[config.mk]
export PLATFORM = sky130hd
export DESIGN_NAME = rotate_exec
export DESIGN_NICKNAME = d
export VERILOG_FILES = /design/src/rtl/rot_pkg.sv /design/src/rtl/rot_prescaler.sv /design/src/rtl/rotate_exec.sv
export SDC_FILE = /design/constraint.sdc
export NUM_CORES = 1
export LEC_CHECK = 0
export CORE_MARGIN = 4
export CORE_UTILIZATION = 44
export DETAILED_ROUTE_END_ITERATION = 10
export GPL_TIMING_DRIVEN = 0
export PLACE_DENSITY = 0.73
export SLEW_MARGIN = 10
export SYNTH_ARGS = -nofsm -noshare
export SYNTH_HDL_FRONTEND = slang
export SYNTH_SLANG_ARGS = --single-unit
[constraint.sdc]
create_clock -name CLK -period 1.3 [get_ports CLK]
set_input_delay 0.26 -clock CLK [delete_from_list [all_inputs] [get_ports CLK]]
set_output_delay 0.26 -clock CLK [all_outputs]
set_load 0.02 [all_outputs]
[src/rtl/rot_pkg.sv]
// rtl/rot_pkg.sv - shared state encoding and reset pattern for the rotate executor
//
// Purpose : state encoding for rotate_exec and the default pattern loaded at reset.
// Ports   : none (package).

package rot_pkg;

  typedef enum logic [1:0] {
    ST_IDLE  = 2'd0,
    ST_SHIFT = 2'd1,
    ST_DONE  = 2'd2
  } rot_state_e;

  // Default INIT_PATTERN, resized to WIDTH by the top.
  localparam logic [7:0] ROT_INIT_PATTERN = 8'h01;

  // Width of the step counter; din[3:1] carries N = 0..7.
  localparam int ROT_CNT_W = 3;

endpackage

[src/rtl/rot_prescaler.sv]
// rtl/rot_prescaler.sv - free-running step divider with synchronous clear
//
// Purpose : divides the clock by PRESCALE while enabled and emits a one-cycle
//           tick on the last count. The count wraps to zero after each tick.
// Ports   : CLK    in  clock, rising edge
//           RST    in  asynchronous active-low reset
//           clear  in  forces the count to zero at the next edge
//           enable in  count advances only while high
//           tick   out high in the cycle the count equals PRESCALE-1 (and enable)

module rot_prescaler #(
  parameter int PRESCALE = 4
) (
  input  logic CLK,
  input  logic RST,
  input  logic clear,
  input  logic enable,
  output logic tick
);

  localparam int CW = (PRESCALE > 1) ? $clog2(PRESCALE) : 1;
  localparam logic [CW-1:0] LAST = CW'(PRESCALE - 1);

  logic [CW-1:0] cnt_q;

  assign tick = enable && (cnt_q == LAST);

  always_ff @(posedge CLK or negedge RST) begin
    if (!RST) begin
      cnt_q <= '0;
    end else if (clear) begin
      cnt_q <= '0;
    end else if (enable) begin
      cnt_q <= tick ? '0 : cnt_q + 1'b1;
    end
  end

endmodule

[src/rtl/rotate_exec.sv]
// rtl/rotate_exec.sv - command-driven bit-pattern rotator (IDLE/SHIFT/DONE)
//
// Purpose : on a rising edge of exactly one of en_left/en_right in IDLE, captures
//           the direction and N = din[3:1], then rotates pattern one bit per step
//           tick N times, pulsing done when finished. Simultaneous rising edges
//           pulse err instead of starting a command.
// Build   : ROT_PRESCALE_EN defined -> one step every PRESCALE cycles via
//           rot_prescaler; undefined -> one step every cycle in SHIFT.
// Ports   : CLK      in  clock, rising edge
//           RST      in  asynchronous active-low reset
//           en_left  in  rotate-left request (level, edge-detected)
//           en_right in  rotate-right request (level, edge-detected)
//           din      in  din[3:1] = rotation count N
//           pattern  out current pattern
//           busy     out high while in SHIFT
//           done     out one-cycle pulse on command completion
//           err      out one-cycle pulse after both requests rose together

module rotate_exec
  import rot_pkg::*;
#(
  parameter int                WIDTH        = 8,
  parameter logic [WIDTH-1:0]  INIT_PATTERN = WIDTH'(ROT_INIT_PATTERN),
  parameter int                PRESCALE     = 4
) (
  input  logic             CLK,
  input  logic             RST,
  input  logic             en_left,
  input  logic             en_right,
  input  logic [3:0]       din,
  output logic [WIDTH-1:0] pattern,
  output logic             busy,
  output logic             done,
  output logic             err
);

  if (WIDTH < 2 || PRESCALE < 1) begin : g_param_check
    $error("rotate_exec: WIDTH must be >= 2 and PRESCALE >= 1");
  end

  rot_state_e           state_q, state_d;
  logic                 en_left_q, en_right_q;
  logic                 arm_q;
  logic                 dir_left_q;
  logic [ROT_CNT_W-1:0] cnt_q;
  logic                 err_q;
  logic                 step_tick;

  logic rise_left, rise_right, in_idle, start, both_rise;
  logic [ROT_CNT_W-1:0] n_in;

  assign rise_left  = en_left  & ~en_left_q;
  assign rise_right = en_right & ~en_right_q;
  assign in_idle    = (state_q == ST_IDLE);
  assign n_in       = din[3:1];

  // arm_q stays low for the first cycle after reset release so an enable that
  // was already high during reset is absorbed into en_*_q rather than seen as
  // a fresh rising edge.
  assign start     = in_idle & arm_q & (rise_left ^ rise_right);
  assign both_rise = in_idle & arm_q & rise_left & rise_right;

`ifdef ROT_PRESCALE_EN
  rot_prescaler #(
    .PRESCALE (PRESCALE)
  ) u_prescaler (
    .CLK    (CLK),
    .RST    (RST),
    .clear  (start),
    .enable (busy),
    .tick   (step_tick)
  );
`else
  assign step_tick = 1'b1;
`endif

  always_ff @(posedge CLK or negedge RST) begin
    if (!RST) begin
      state_q <= ST_IDLE;
    end else begin
      state_q <= state_d;
    end
  end

  always_comb begin
    state_d = state_q;
    busy    = 1'b0;
    done    = 1'b0;
    case (state_q)
      ST_IDLE: begin
        if (start) begin
          state_d = (n_in == '0) ? ST_DONE : ST_SHIFT;
        end
      end
      ST_SHIFT: begin
        busy = 1'b1;
        // cnt_q holds rotations still to do, including the one on this tick.
        if (step_tick && (cnt_q == ROT_CNT_W'(1))) begin
          state_d = ST_DONE;
        end
      end
      ST_DONE: begin
        done    = 1'b1;
        state_d = ST_IDLE;
      end
      default: begin
        state_d = ST_IDLE;
      end
    endcase
  end

  always_ff @(posedge CLK or negedge RST) begin
    if (!RST) begin
      en_left_q  <= 1'b0;
      en_right_q <= 1'b0;
      arm_q      <= 1'b0;
      dir_left_q <= 1'b0;
      cnt_q      <= '0;
      err_q      <= 1'b0;
      pattern    <= INIT_PATTERN;
    end else begin
      en_left_q  <= en_left;
      en_right_q <= en_right;
      arm_q      <= 1'b1;
      err_q      <= both_rise;
      if (start) begin
        dir_left_q <= rise_left;
        cnt_q      <= n_in;
      end else if (busy && step_tick) begin
        if (dir_left_q) begin
          pattern <= {pattern[WIDTH-2:0], pattern[WIDTH-1]};
        end else begin
          pattern <= {pattern[0], pattern[WIDTH-1:1]};
        end
        cnt_q <= cnt_q - 1'b1;
      end
    end
  end

  assign err = err_q;

endmodule

**Word-level counts from Yosys, hierarchy flattened**

Index checks and enable logic that the tools add are counted.

- Add/subtract/negate cells: 1
- Eq/ne operators: 5
- Muxes and demuxes: 9
- Bitwise operators: 10
- Reduce and logical (&&, ||, !) cells: 5

Operators with widths:

| operator | number |
|---|---|
| $mux W8 | 1 |
| $and A1 B1 Y1 | 6 |
| $mux W2 | 3 |
| $mux W3 | 2 |
| $pmux W2 S2 | 1 |
| $reduce_and A2 Y1 | 2 |
| $eq A3 B1 Y1 const B | 1 |
| $logic_not A3 Y1 | 1 |
| $not A1 Y1 | 3 |
| $sub A3 B1 Y3 const B | 1 |
| $eq A2 B1 Y1 const B | 1 |
| $eq A2 B2 Y1 const B | 1 |
| $logic_not A2 Y1 | 1 |
| $mux W1 | 2 |
| $ne A2 B1 Y1 const B | 1 |
| $ne A2 B2 Y1 const B | 1 |
| $reduce_bool A2 Y1 | 1 |
| $xor A1 B1 Y1 | 1 |

- Register bits after elaboration: 18
- Output and inout bits: 11
- Word-level logic and storage cells: 38

**Logic depth before layout (Yosys ltp)**

Gate-level depths: netlist of run 1.

- Depth in word-level cells: 6
- Mapped depth: 6
- Depth with buffers taken out: 6

**Least setup slack after synthesis of run 1**

OpenSTA, ideal clock, no wires.

- Path kind: flip-flop to flip-flop
- Start point: register en_right_q
- End point: register cnt_q[1]
- Library setup time: 94 ps
- Data arrival time: 1221 ps
- Data required time: 1206 ps
- Setup slack: -15 ps
- Stages on the path, launching flop included: 6
- Cells stage by stage: dfrtp_1 -> nor2b_2 -> xnor2_2 -> nand2_2 -> mux2_4 -> a221oi_2

- Cells in the longest elaborated chain, start to end: 5
- Elaborated cells on any way between the ends: 6
- Those cells by class: 1 x mux; 4 x bitwise; 1 x reduce/logical

Ends and longest elaborated chain:

| what | line | RTL |
|---|---|---|
| from (decl) | rotate_exec.sv:42 | `logic en_left_q, en_right_q;` |
| from (signal assigned) | rotate_exec.sv:123 | `en_right_q <= en_right;` |
| $not A1 Y1 (*) | rotate_exec.sv:53 | `assign rise_right = en_right & ~en_right_q;` |
| $and A1 B1 Y1 (*) | rotate_exec.sv:53 |  |
| $xor A1 B1 Y1 (*) | rotate_exec.sv:60 | `assign start = in_idle & arm_q & (rise_left ^ rise_right);` |
| $and A1 B1 Y1 (*) | rotate_exec.sv:60 |  |
| $mux W3 / $reduce_bool A2 Y1 (equally long branches) | - |  |
| to (signal assigned) | rotate_exec.sv:128 | `cnt_q <= n_in;` |
| to (signal assigned) | rotate_exec.sv:135 | `cnt_q <= cnt_q - 1'b1;` |
| to (decl) | rotate_exec.sv:45 | `logic [ROT_CNT_W-1:0] cnt_q;` |

Every way passes the cells marked *; elsewhere a longest branch is shown, timed or not.
A chain may end at the register's enable or synchronous reset.

**Worst setup path after layout of run 1**

Ends and elaborated chain as after synthesis.

==> key figures, run 1 <==
Run status
  – Run status: complete, but fails checks
  – Failing checks: setup timing

Synth
  – Post-synth EDFFs: 0
  – Unique masters post-synth: 30
  – Post-Synth Adder-Cell Area: 2.751%
  – Area share of the largest cell type after synthesis: a little under half
  – Post-synthesis mux area share: between 10% and 20%
  – Asr flop ratio synth: between 90% and 100%
  – Post-synth top area cell: dfrtp_1
  – Post-Synth Simple-Gate Area: 19.12%
  – Seq cells post-synth: 18
  – Compound-Gate Fraction of Synth Area: 11.14%
  – Largest family of logic cells by synthesized area: simple AND/OR/NAND/NOR gates
  – Post-Syn Area: 909.6 µm²
  – Sequential fraction of the synthesis area: between 40% and 50%
  – Post-synth net total: 99
  – Top cells by area, synth: dfrtp_1 (47%), mux2i_1 (8.8%), o21ai_0 (5.5%)
  – Post-Synth XOR/XNOR Area: between 1.5 and 2%
  – YS warnings: 0
  – Synth Instances: 89
  – Top FF cell, synth: dfrtp_1
  – Mapped Avg Cell Area: between 10 and 15 µm²

Place
  – DP HPWL: between 1000 and 1500 µm
  – Port bufs: 17
  – Dpl ws: -0.5302 ns
  – Gpl congestion: approximately 0.73

Die
  – Starting Density: roughly 46%
  – I/O pin count: 19
  – Horiz. Die Dim: around 53 µm
  – Die Y: between 50 and 60 µm
  – Die Footprint: about 2900 µm²
  – Core Rows: 16
  – Core area: around 2000 µm²

Timing
  – Fmax: around 720 MHz
  – Hold_ws: approximately 0.22 ns
  – Worst slew pin tran: approximately 0.76 ns
  – Clock period minus worst slack: ~1.4 ns
  – Final worst slack: -0.09814 ns
  – Slew headroom: approximately half
  – Final Max Tran Viols: 0
  – Final hold vios: 0
  – Total negative slack: -0.2999 ns
  – Period utilisation layout: 107.5%
  – RSZ-0062 raised after global routing: true
  – Endpoints failing setup: 6
  – Clk_skew: about 0.013 ns

Cells and area
  – Layout cell share with drive strength beyond 1: between 30% and 40%
  – Antenna Cells: 0
  – Util after Layout: around 65%
  – Most frequent cells in the layout: dfrtp_1 (16), buf_4 (12), o21ai_0 (10), nand2_1 (10)
  – Commonest non-fill, non-tap cell in the layout: dfrtp_1
  – Fillers: approximately 160
  – Fin nets: approximately 130
  – Layout area overhead: 39.34%

Setup path
  – CP Capture Type: flip-flop
  – Worst r2r dst: cnt_q[1]$_DFFE_PN0P_
  – Crit start category: flip-flop
  – Crit Path Class: reg -> reg
  – Critical Path Fanout Max: 4
  – Reg2reg setup slack: -0.1 ns
  – Worst r2r src: en_right_q$_DFF_PN0_
  – Worst reg2reg path depth: 5
  – Critical path data required time: roughly 1.5 ns
  – WP data arrival: 1.61 ns

Flow run
  – Max-cap viol count: 0

Worst hold path
  – Min-delay src: en_right
  – Min-Delay Path Depth: 1
  – Hold WC Path Type: in -> reg
  – Min-Delay Endpoint: en_right_q$_DFF_PN0_

CTS
  – CTS max path bufs: 2
  – Clock sinks: 18
  – Root Buffer: clkbuf_4
  – Clock slew at reported path FFs: between 0.1 and 0.15 ns
  – Hold_buf cts: 0
  – CTS tree: built
  – Clock latency on the worst-skew pair: roughly 0.3 ns
  – CTS buffer count: 3
  – H-tree Lvls: 1

Power
  – Combinational power share: between 40% and 50%
  – Peak supply drop: ~1100 µV
  – Static Leakage: between 0.5 and 0.6 nW
  – P_sw: between 0.7 and 0.8 mW
  – Pint: between 1 and 1.5 mW
  – Clk pwr share: approximately 17%
  – Power share of the sequential group: between 30% and 40%
  – Total power: approximately 2.1 mW
  – Power per cell area: between 1500 and 2000 nW/µm²
  – Sw Ratio: a little over a third

GRT
  – Overall track demand over capacity in global routing: approximately 16%
  – First-pass GRT wire length: around 3200 µm
  – GRT overflow: 0
  – Largest net degree at the start of global routing: 19
  – Initial antenna violation count: 0
  – Vias in the first global route: approximately 740

Detailed routing
  – Routed wire per std cell: roughly 13 µm
  – DR vias/cell: about 5.0
  – First DRT Iteration DRCs: 7
  – Vias: roughly 750
  – DRT Pass-1 Iters: 4
  – Post-DRT Antenna Nets: 0
  – WL final: roughly 2000 µm
  – DRC violations left: 0
==> sequential cells by signal (all words and copies together) (netlist names) <==
name,flops
en_right_q,1
err,1
en_left_q,1
state_q,2
cnt_q,3
dir_left_q,1
pattern,8
arm_q,1
==> per-stage QoR <==
step                      cells  area (µm²)
after floorplan              89       909.6
after global placement      133        1114
after detailed placement    133        1114
after CTS                   141        1206
after global routing        148        1267
final                       148        1267
==> metal layers <==
| layer | up-vias | wire, µm | GRT usage, % | share of wire, % |
|---|---|---|---|---|
| met2 | 23 | 985 | 27.35 | 50 |
| met5 | - | 0 | 0 | 0 |
| met3 | 6 | 94 | 2.817 | 4.8 |
| met4 | 0 | 43 | 8.085 | 2.2 |
| met1 | 348 | 828 | 18.49 | 42 |
| li1 | 369 | - | - | - |
==> power by group through the flow <==
stage          logic [mW]  registers, mW  clock network, mW
2_1_floorplan       0.515          0.705                  0
3_3_place_gp        0.663          0.721                  0
3_5_place_dp        0.678          0.724                  0
4_1_cts             0.809          0.701              0.353
5_1_grt              1.11          0.738              0.383
6_report             1.00          0.724              0.348
==> worst max path at each step <==
stage | from | endpoint | slack (ns) | depth (start not counted)
finish | en_right_q$_DFF_PN0_ | cnt_q[1]$_DFFE_PN0P_ | -0.1 | 5
global route | en_right_q$_DFF_PN0_ | cnt_q[1]$_DFFE_PN0P_ | -0.15 | 5
CTS | state_q[0]$_DFFE_PN0P_ | done | -0.13 | 3
detailed placement | en_right | cnt_q[1]$_DFFE_PN0P_ | -0.53 | 6
global placement | en_right | cnt_q[1]$_DFFE_PN0P_ | -0.48 | 6
floorplan | en_right_q$_DFF_PN0_ | cnt_q[1]$_DFFE_PN0P_ | -0.01 | 5
==> cells by family (layout without fill, tap and decap cells) <==
group	count (synthesis)	after routing
xor+xnor	1	1
fa+ha+maj	2	2
other cells	1	1
simple gates	33	33
flops	18	18
buf+inv	8	40
mux	10	10
compound gates	16	16
==> critical path, stage by stage (launching register included) <==
cell,delay (ns)
dfrtp_1,0.40
nor2b_4,0.19
xnor2_4,0.15
nand2_4,0.08
mux2_4,0.31
a221oi_2,0.19
==> synthesized netlist by cell type (2+ instances only) <==
cell type  number
ha_1            2
mux2i_1         8
nor2b_1         2
dfrtp_1        17
clkbuf_1        3
nand2_1        10
nor4_1          2
nor2_1          7
o21ai_0        10
nor3_1          3
nand3b_1        2
inv_1           4
a21oi_1         2
==> final cells by class <==
class | instances | area, µm² | area share (%)
buffer | 4 | 36.28 | 2.863
inverter | 4 | 17.52 | 1.382
tap | 27 | 33.78 | 2.665
multi-input combinational | 63 | 476.7 | 37.61
timing repair buffer | 28 | 214.0 | 16.88
sequential | 18 | 452.9 | 35.74
clock buffer | 4 | 36.28 | 2.863
==> repair_timing <==
| action | CTS | global route |
|---|---|---|
| buffers inserted | 4 | 7 |
| setup endpoints to repair | 16 | 18 |
| gates resized for setup | 42 | 23 |
| pin swaps | 1 | 0 |
Note: power is estimated with default switching activity, not from simulation.
==> run 2: changes to the inputs <==
- CORE_MARGIN: 4 -> default
==> run 2 against run 1 <==
Against the previous run: the run still ends with setup timing left; flip-flop and latch count unchanged; setup slack lost 0.034 ns; register-to-register slack worse by 0.03 ns; clock power about the same; critical path depth unchanged; highest routed layer unchanged.
==> key figures, run 2 (same netlist as run 1, synthesis figures left out) <==
Timing
  – Slew headroom: between 40 and 50%
  – Clk_skew: around 0.0039 ns
  – Worst slew pin tran: 0.8268 ns
  – Endpoints failing setup: 6
  – Final Max Tran Viols: 0
  – Final worst slack: -0.1317 ns
  – Period utilisation layout: 110.1%
  – Clock period minus worst slack: about 1.4 ns
  – RSZ-0062 raised after global routing: true
  – Final hold vios: 0
  – Fmax: 698.5 MHz

Flow run
  – Max-cap viol count: 0

Cells and area
  – Non-Filler Instances: 149
  – Layout area overhead: 41.13%
  – Util after Layout: ~65%
  – Most flop-heavy register: pattern
  – Max reg flops: 8
  – Fin nets: approximately 130
  – Antenna Cells: 0
  – Layout cell share with drive strength beyond 1: between 30% and 40%
  – Commonest non-fill, non-tap cell in the layout: dfrtp_1
  – Most frequent cells in the layout: dfrtp_1 (16), buf_4 (14), nand2_1 (10)
  – Largest regs: pattern x8, cnt_q x3, state_q x2

Detailed routing
  – First DRT Iteration DRCs: 22
  – DRC violations left: 0
  – WL final: around 2100 µm
  – Post-DRT Antenna Nets: 0
  – DRT Pass-1 Iters: 4
  – Routed wire per std cell: about 14 µm
  – DR vias/cell: roughly 5.1
  – Vias: ~760

Die
  – Core area: a little under 2000 µm²
  – Die Y: around 47 µm
  – I/O pin count: 19
  – Core Rows: 16
  – Die Footprint: around 2300 µm²
  – Starting Density: 46.36%
  – Horiz. Die Dim: ~47 µm

GRT
  – GRT overflow: 0
  – Initial antenna violation count: 0
  – Largest net degree at the start of global routing: 19
  – Overall track demand over capacity in global routing: ~17%
  – First-pass GRT wire length: 2615 µm
  – Vias in the first global route: 620

CTS
  – Clock sinks: 18
  – H-tree Lvls: 1
  – Root Buffer: clkbuf_4
  – CTS tree: built
  – Clock slew at reported path FFs: 0.10 ns
  – Hold_buf cts: 0
  – CTS buffer count: 3
  – CTS max path bufs: 2
  – Clock latency on the worst-skew pair: about 0.30 ns

Setup path
  – Crit start category: flip-flop
  – Critical path data required time: 1.53 ns
  – Critical Path Fanout Max: 4
  – WP data arrival: between 1.5 and 2 ns
  – CP Capture Type: flip-flop
  – Crit Path Class: reg -> reg

Place
  – Port bufs: 17
  – DP HPWL: approximately 1200 µm
  – Placed Cells: ~130
  – Gpl congestion: 0.7920

Power
  – Static Leakage: roughly 0.58 nW
  – Peak supply drop: 1142 µV
  – Power per cell area: 1682 nW/µm²

Worst hold path
  – Hold WC Path Type: in -> reg

Run status
  – Failing checks: setup timing
  – Run status: complete, but fails checks
-- run 2: critical path, cell delays in order (launching register included) --
cell     delay (ns)
dfrtp_1        0.42
nor2b_4        0.18
xnor2_4        0.14
nand2_2        0.11
or3_4          0.38
a21oi_2        0.13
-- run 2: routing by layer --
metal | track usage (%) | routed length, µm
met5 | 0 | 0
met2 | 30.41 | 1122
met4 | 8.571 | 41
met1 | 20.48 | 887
met3 | 3.396 | 72
-- run 2: timing repair --
| action | 4_1_cts | 5_1_grt |
|---|---|---|
| setup buffers | 4 | 8 |
| pin swaps | 4 | 5 |
| resized for setup | 43 | 20 |
| endpoints found under the setup margin | 15 | 15 |
-- run 2: power by group --
part | switching [mW] | internal (mW) | leakage, nW
Clock | 0.180 | 0.171 | 0.0210
Sequential | 0.0854 | 0.643 | 0.228
Combinational | 0.528 | 0.552 | 0.326
-- run 2: path summary, 6_finish.rpt --
| path | start | end | slack (ns) | cells past startpoint |
|---|---|---|---|---|
| min in group asynchronous | RST | state_q[1]$_DFFE_PN0P_ | 0.43 | 1 |
| setup reg to reg | en_right_q$_DFF_PN0_ | state_q[0]$_DFFE_PN0P_ | -0.13 | 5 |
| setup / recovery | en_right_q$_DFF_PN0_ | state_q[0]$_DFFE_PN0P_ | -0.13 | 5 |
| hold reg to reg | pattern[0]$_DFFE_PN1P_ | pattern[0]$_DFFE_PN1P_ | 0.51 | 2 |
| hold / removal | en_right | en_right_q$_DFF_PN0_ | 0.23 | 1 |
| max in group asynchronous | RST | state_q[0]$_DFFE_PN0P_ | 0.31 | 1 |
-- run 2: area by class of cell --
class                           instances  area [µm²]
Fill cell                             167       678.2
Multi-Input combinational cell         63       490.5
Sequential cell                        18       452.9
Timing Repair Buffer                   29       217.7
Clock buffer                            4       36.28
Buffer                                  4       35.03
Tap cell                               27       33.78
Inverter                                4       17.52
-- run 2: per-stage QoR --
step           area, µm²  worst slack [ns]  hold slack [ns]  total power, mW  setup TNS (ns)
2_1_floorplan      909.6          -0.01343         -0.03559            1.220        -0.02452
3_3_place_gp        1114           -0.4840           0.4885            1.385          -2.872
3_5_place_dp        1114           -0.5454           0.4995            1.410          -2.993
4_1_cts             1210           -0.1583           0.2134            1.893         -0.5607
5_1_grt             1284           -0.1850           0.2279            2.276         -0.8741
6_report            1284           -0.1317           0.2316            2.159         -0.5490
==> run 3: changes to the inputs <==
- CAP_MARGIN: default -> 15
==> results of run 3 <==
The final DEF is identical to that of run 2; final timing and power are the same.
==> edit 1: new RTL, settings of run 3 <==
Reset style: synchronous (`RST`), changed in 2 clocked blocks. Comments in the files are not updated.
--- a/src/rtl/rotate_exec.sv
+++ b/src/rtl/rotate_exec.sv
@@ -75,5 +75,5 @@
 `endif
 
-  always_ff @(posedge CLK or negedge RST) begin
+  always_ff @(posedge CLK) begin
     if (!RST) begin
       state_q <= ST_IDLE;
@@ -110,5 +110,5 @@
   end
 
-  always_ff @(posedge CLK or negedge RST) begin
+  always_ff @(posedge CLK) begin
     if (!RST) begin
       en_left_q  <= 1'b0;
Check against the original RTL: differs if RST is asserted again (counterexample within 4 cycles, from zero or initial values and one cycle with RST low); with RST held inactive, the same outputs for 10 cycles.
==> edit 1 against run 3 <==
The run still ends with setup timing left. Setup slack better by 25 ps. Worst hold slack improved by 170 ps. Area after synthesis is 7.4% lower. Routed wire length shrank 20%. Sequential cell count did not move. Core utilization is 4.1 points lower. Largest cell class unchanged. Final area is 16% lower.
Power is not compared: it rests on default switching activity, and its combinational part moved more than twofold at a synthesized area within 25%.
==> edit 1: results (changes against run 3) <==
OUTCOME='complete, but fails checks'
VIOLATIONS='setup timing'
LARGEST_FANOUT_ON_THE_CRITICAL_PATH=6  # +2
FIN_SETUP_TNS_PS=-107.1  # +441.9 ps
FINAL_LAYOUT_SIZE_SUFFIX_GT1_SHARE_PCT=25.45  # -13 points
DRT_TOTAL_WL_UM=1700  # -20%
GRT_START_MAX_NET_PINS=11  # -8
LAYOUT.CELLS.NON_FILLER=135  # -9.4%
FINAL_DESIGN_AREA_NO_FILL_SQ_UM=1082  # -16%
DOMINANTREGCELLSYNTH='sky130_fd_sc_hd__dfxtp_1'
DETAILEDPLACE.WORSTSLACK_PS=-457.0  # +88.43 ps
WORST_SETUP_PATH_ENDPOINT='busy'
CRIT_START='state_q[0]$_SDFFE_PN0P_'
HOLD_CLASS='reg2reg'
WORST_R2R_STARTPOINT='state_q[1]$_SDFFE_PN0P_'
SETUP_VIOL_COUNT_FINAL=1  # -5
GRT_USE_TOTAL_PCT=17.82  # +0.36 points
PLACE_INST=129  # -3.0%
POSTSYNTHNETCOUNT=97  # -2.0%
YS_TYPES=29  # -3.3%
POST_ROUTE_WORST_HOLD_SLACK_PS=404.0  # +172.4 ps
LAYOUT.NON_CLOCK_BUFFERS=24  # -27%
GRT_PASS1_VIAS=633  # +2.1%
NONCLKBUFAREAFRAC_PCT=16.65  # -3.0 points
R2R_END='cnt_q[0]$_SDFFE_PN0P_'
WORST_PIN_SLEW_PS=471.7  # -355.0 ps
FIN_WORST_SKEW_PS=18.06  # +14.12 ps
NUMSEQUENTIALCELLS=18  # unchanged
FINAL.FILL_COUNT=171  # +2.4%
TIMING.FINAL.WS_SETUP_PS=-107.1  # +24.60 ps
LAYOUT.CORE_UTILIZATION_PCT=61.35  # -4.1 points
REG2REG_DEPTH=3  # -2
HOLD_END='err$_SDFF_PN0_'
-- edit 1: cell types whose count changed after synthesis, sizes merged, moves of 3 or more --
cell	change
dfxtp	+18
dfrtp	-17
o211a	+8
nor2	-6
o21ai	-6
and2	+4
nor3	-3
-- edit 1: routing by layer --
| metal | vias up | wire length [um] | GRT usage, % |
|---|---|---|---|
| met3 | 2 | 59 | 2.381 |
| met4 | 0 | 12 | 8.824 |
| met5 | - | 0 | 0 |
| met2 | 12 | 851 | 30.86 |
| li1 | 349 | - | - |
| met1 | 333 | 776 | 21.41 |
-- edit 1: critical path: stages, from the launching register on --
cell	delay [ps]
sky130_fd_sc_hd__dfxtp_2	340
sky130_fd_sc_hd__nor2b_1	120
sky130_fd_sc_hd__buf_4	150
sky130_fd_sc_hd__buf_8	130
sky130_fd_sc_hd__buf_6	120
-- edit 1: cell families after synthesis --
family	synth area share, %
mux	10.70
buf+inv	4.012
simple gates	18.57
compound gates	16.79
flops	42.79
xor+xnor	4.161
fa+ha+maj	2.971
==> edit 2: new RTL, flow settings as in run 3 <==
Made on the original files. Add a define of `ROT_PRESCALE_EN`.
--- a/src/rtl/rotate_exec.sv
+++ b/src/rtl/rotate_exec.sv
@@ -16,4 +16,6 @@
 //           done     out one-cycle pulse on command completion
 //           err      out one-cycle pulse after both requests rose together
+
+`define ROT_PRESCALE_EN
 
 module rotate_exec
Formal check against the unedited RTL: not equivalent (a bounded check fails within 4 cycles, from zero or initial values and one cycle with RST low).
==> edit 2 against run 3 <==
The flow still finishes with violations (setup timing). Sequential power up 12%. Clock skew up 5.0 ps. Final area up 2.4%. Routed wire length down 0.85%. Sequential cell count up 2. Total power down 2.0%. Cell count unchanged. Setup slack better by 49 ps. Area after synthesis up 10%. Worst hold slack worse by 15 ps. First-iteration DRC count down 27%. Clock power down 15%. Largest power group unchanged.
==> edit 2: results (changes against run 3) <==
SYNTH_ADDER_AREA_SHARE_PCT=3.741  # +0.99 points
DR_TOTAL_VIAS=810  # +6.9%
GRT_PASS1_WL_UM=3608  # +38%
MUXSHAREOFSYNTHAREA_PCT=9.102  # -2.6 points
P_COMB_uW=1000  # -7%
DELAY_OF_THE_SLOWEST_CELL_ON_THE_WORST_PATH_PS=360  # -60 ps
PLACE_INST=134  # +0.75%
COMBINATIONALPOWERSHARE_PCT=47.5  # -2.5 points
VIOLATIONS='setup timing'
OUTCOME='complete, but fails checks'
REG.LARGEST.LIST='pattern (8), cnt_q (3)'
HOLD_END='en_left_q$_DFF_PN0_'
MIN-DELAY-START='en_left'
YS_SEQ_AREA_SHARE_PCT=50.00  # +0.34 points
YOSYS.AREA_SHARE.XOR_XNOR_PCT=2.743  # +0.95 points
GRT_PASS1_VIAS=770  # +24%
POST_DP_CELL_AREA_SQ_UM=1222  # +9.8%
FIN_SETUP_TNS_PS=-349.5  # +199.5 ps
POSTSYNTHNETCOUNT=101  # +2.0%
SETUP_VIOL_COUNT_FINAL=7  # +1
POWER_CLOCK_uW=299  # -15%
MET3_USAGE_PCT=3.704  # +0.31 points
LARGEST_FANOUT_ON_THE_CRITICAL_PATH=6  # +2
R2R_END='cnt_q[1]$_DFFE_PN0P_'
SYN-INSTANCE-COUNT=90  # +1.1%
GRT_START_MAX_NET_PINS=21  # +2
NET-SWITCHING-POWER_uW=735.0  # -7.4%
TIMING.FINAL.WS_SETUP_PS=-82.18  # +49.50 ps
GRT_USE_TOTAL_PCT=19.41  # +1.9 points
FINAL_LAYOUT_SIZE_SUFFIX_GT1_SHARE_PCT=32.79  # -5.7 points
FIN_WORST_SKEW_PS=8.952  # +5.005 ps
WORST_R2R_STARTPOINT='state_q[0]$_DFFE_PN0P_'
DETAILEDPLACE.WORSTSLACK_PS=-563.8  # -18.39 ps
SYNTH-COMPOUND-AREA-SHARE_PCT=12.84  # +1.7 points
FINAL.FILL_COUNT=169  # +1.2%
DETAILED_PLACE_HPWL_UM=1390  # +14%
IRDROPWORSTVDD_uV=978.8  # -14%
SYNTH_WARNINGS=0  # unchanged
DRTITER0DRC=16  # -27%
POST_ROUTE_WORST_HOLD_SLACK_PS=216.8  # -14.81 ps
CRIT_FAMILY='compound AO/OA/AOI/OAI gates'
## edit 2: cell types whose count changed after synthesis, moves of 3 or more
cell / delta
sky130_fd_sc_hd__nor2b_4: +3
sky130_fd_sc_hd__o21ai_0: -10
sky130_fd_sc_hd__o21ai_1: +8
sky130_fd_sc_hd__a211o_1: +3
## edit 2: area by class of cell
class	instances	area [sq um]	area share (%)
buffer	3	22.52	1.713
inverter	5	18.77	1.427
multi-input combinational	62	488.0	37.11
clock buffer	4	26.28	1.998
tap	27	33.78	2.569
sequential	20	503.0	38.25
timing repair buffer	28	222.7	16.94
## edit 2: worst max-delay path by stage
stage                        endpoint                    from  slack (ps)  depth (start not counted)
2_1_floorplan  dir_left_q$_DFFE_PN0P_     en_left_q$_DFF_PN0_         -60                          4
3_3_place_gp   dir_left_q$_DFFE_PN0P_                 en_left        -540                          5
3_5_place_dp   dir_left_q$_DFFE_PN0P_                 en_left        -560                          5
4_1_cts                          busy  state_q[0]$_DFFE_PN0P_         -80                          3
5_1_grt                          busy  state_q[0]$_DFFE_PN0P_        -140                          3
6_report         cnt_q[1]$_DFFE_PN0P_  state_q[0]$_DFFE_PN0P_         -80                          5
## edit 2: repair_timing
item,CTS,global route
cloned,0,0
setup buffers,8,3
endpoints found under the setup margin,19,24
resized for setup,36,8
pin swaps,3,3
## edit 2: routing by layer
layer  vias up  share of wire [%]
met4         0               0.43
met3         2                4.3
met1       401                 46
li1        382                  -
met2        25                 49
met5         -                  0
## edit 2: cells by family after synthesis
group | Yosys count
AO/OA/AOI/OAI | 19
XOR/XNOR | 1
adder cells (fa/ha/maj) | 3
buffers and inverters | 8
flip-flops | 20
multiplexers | 9
other | 1
AND/OR/NAND/NOR | 29
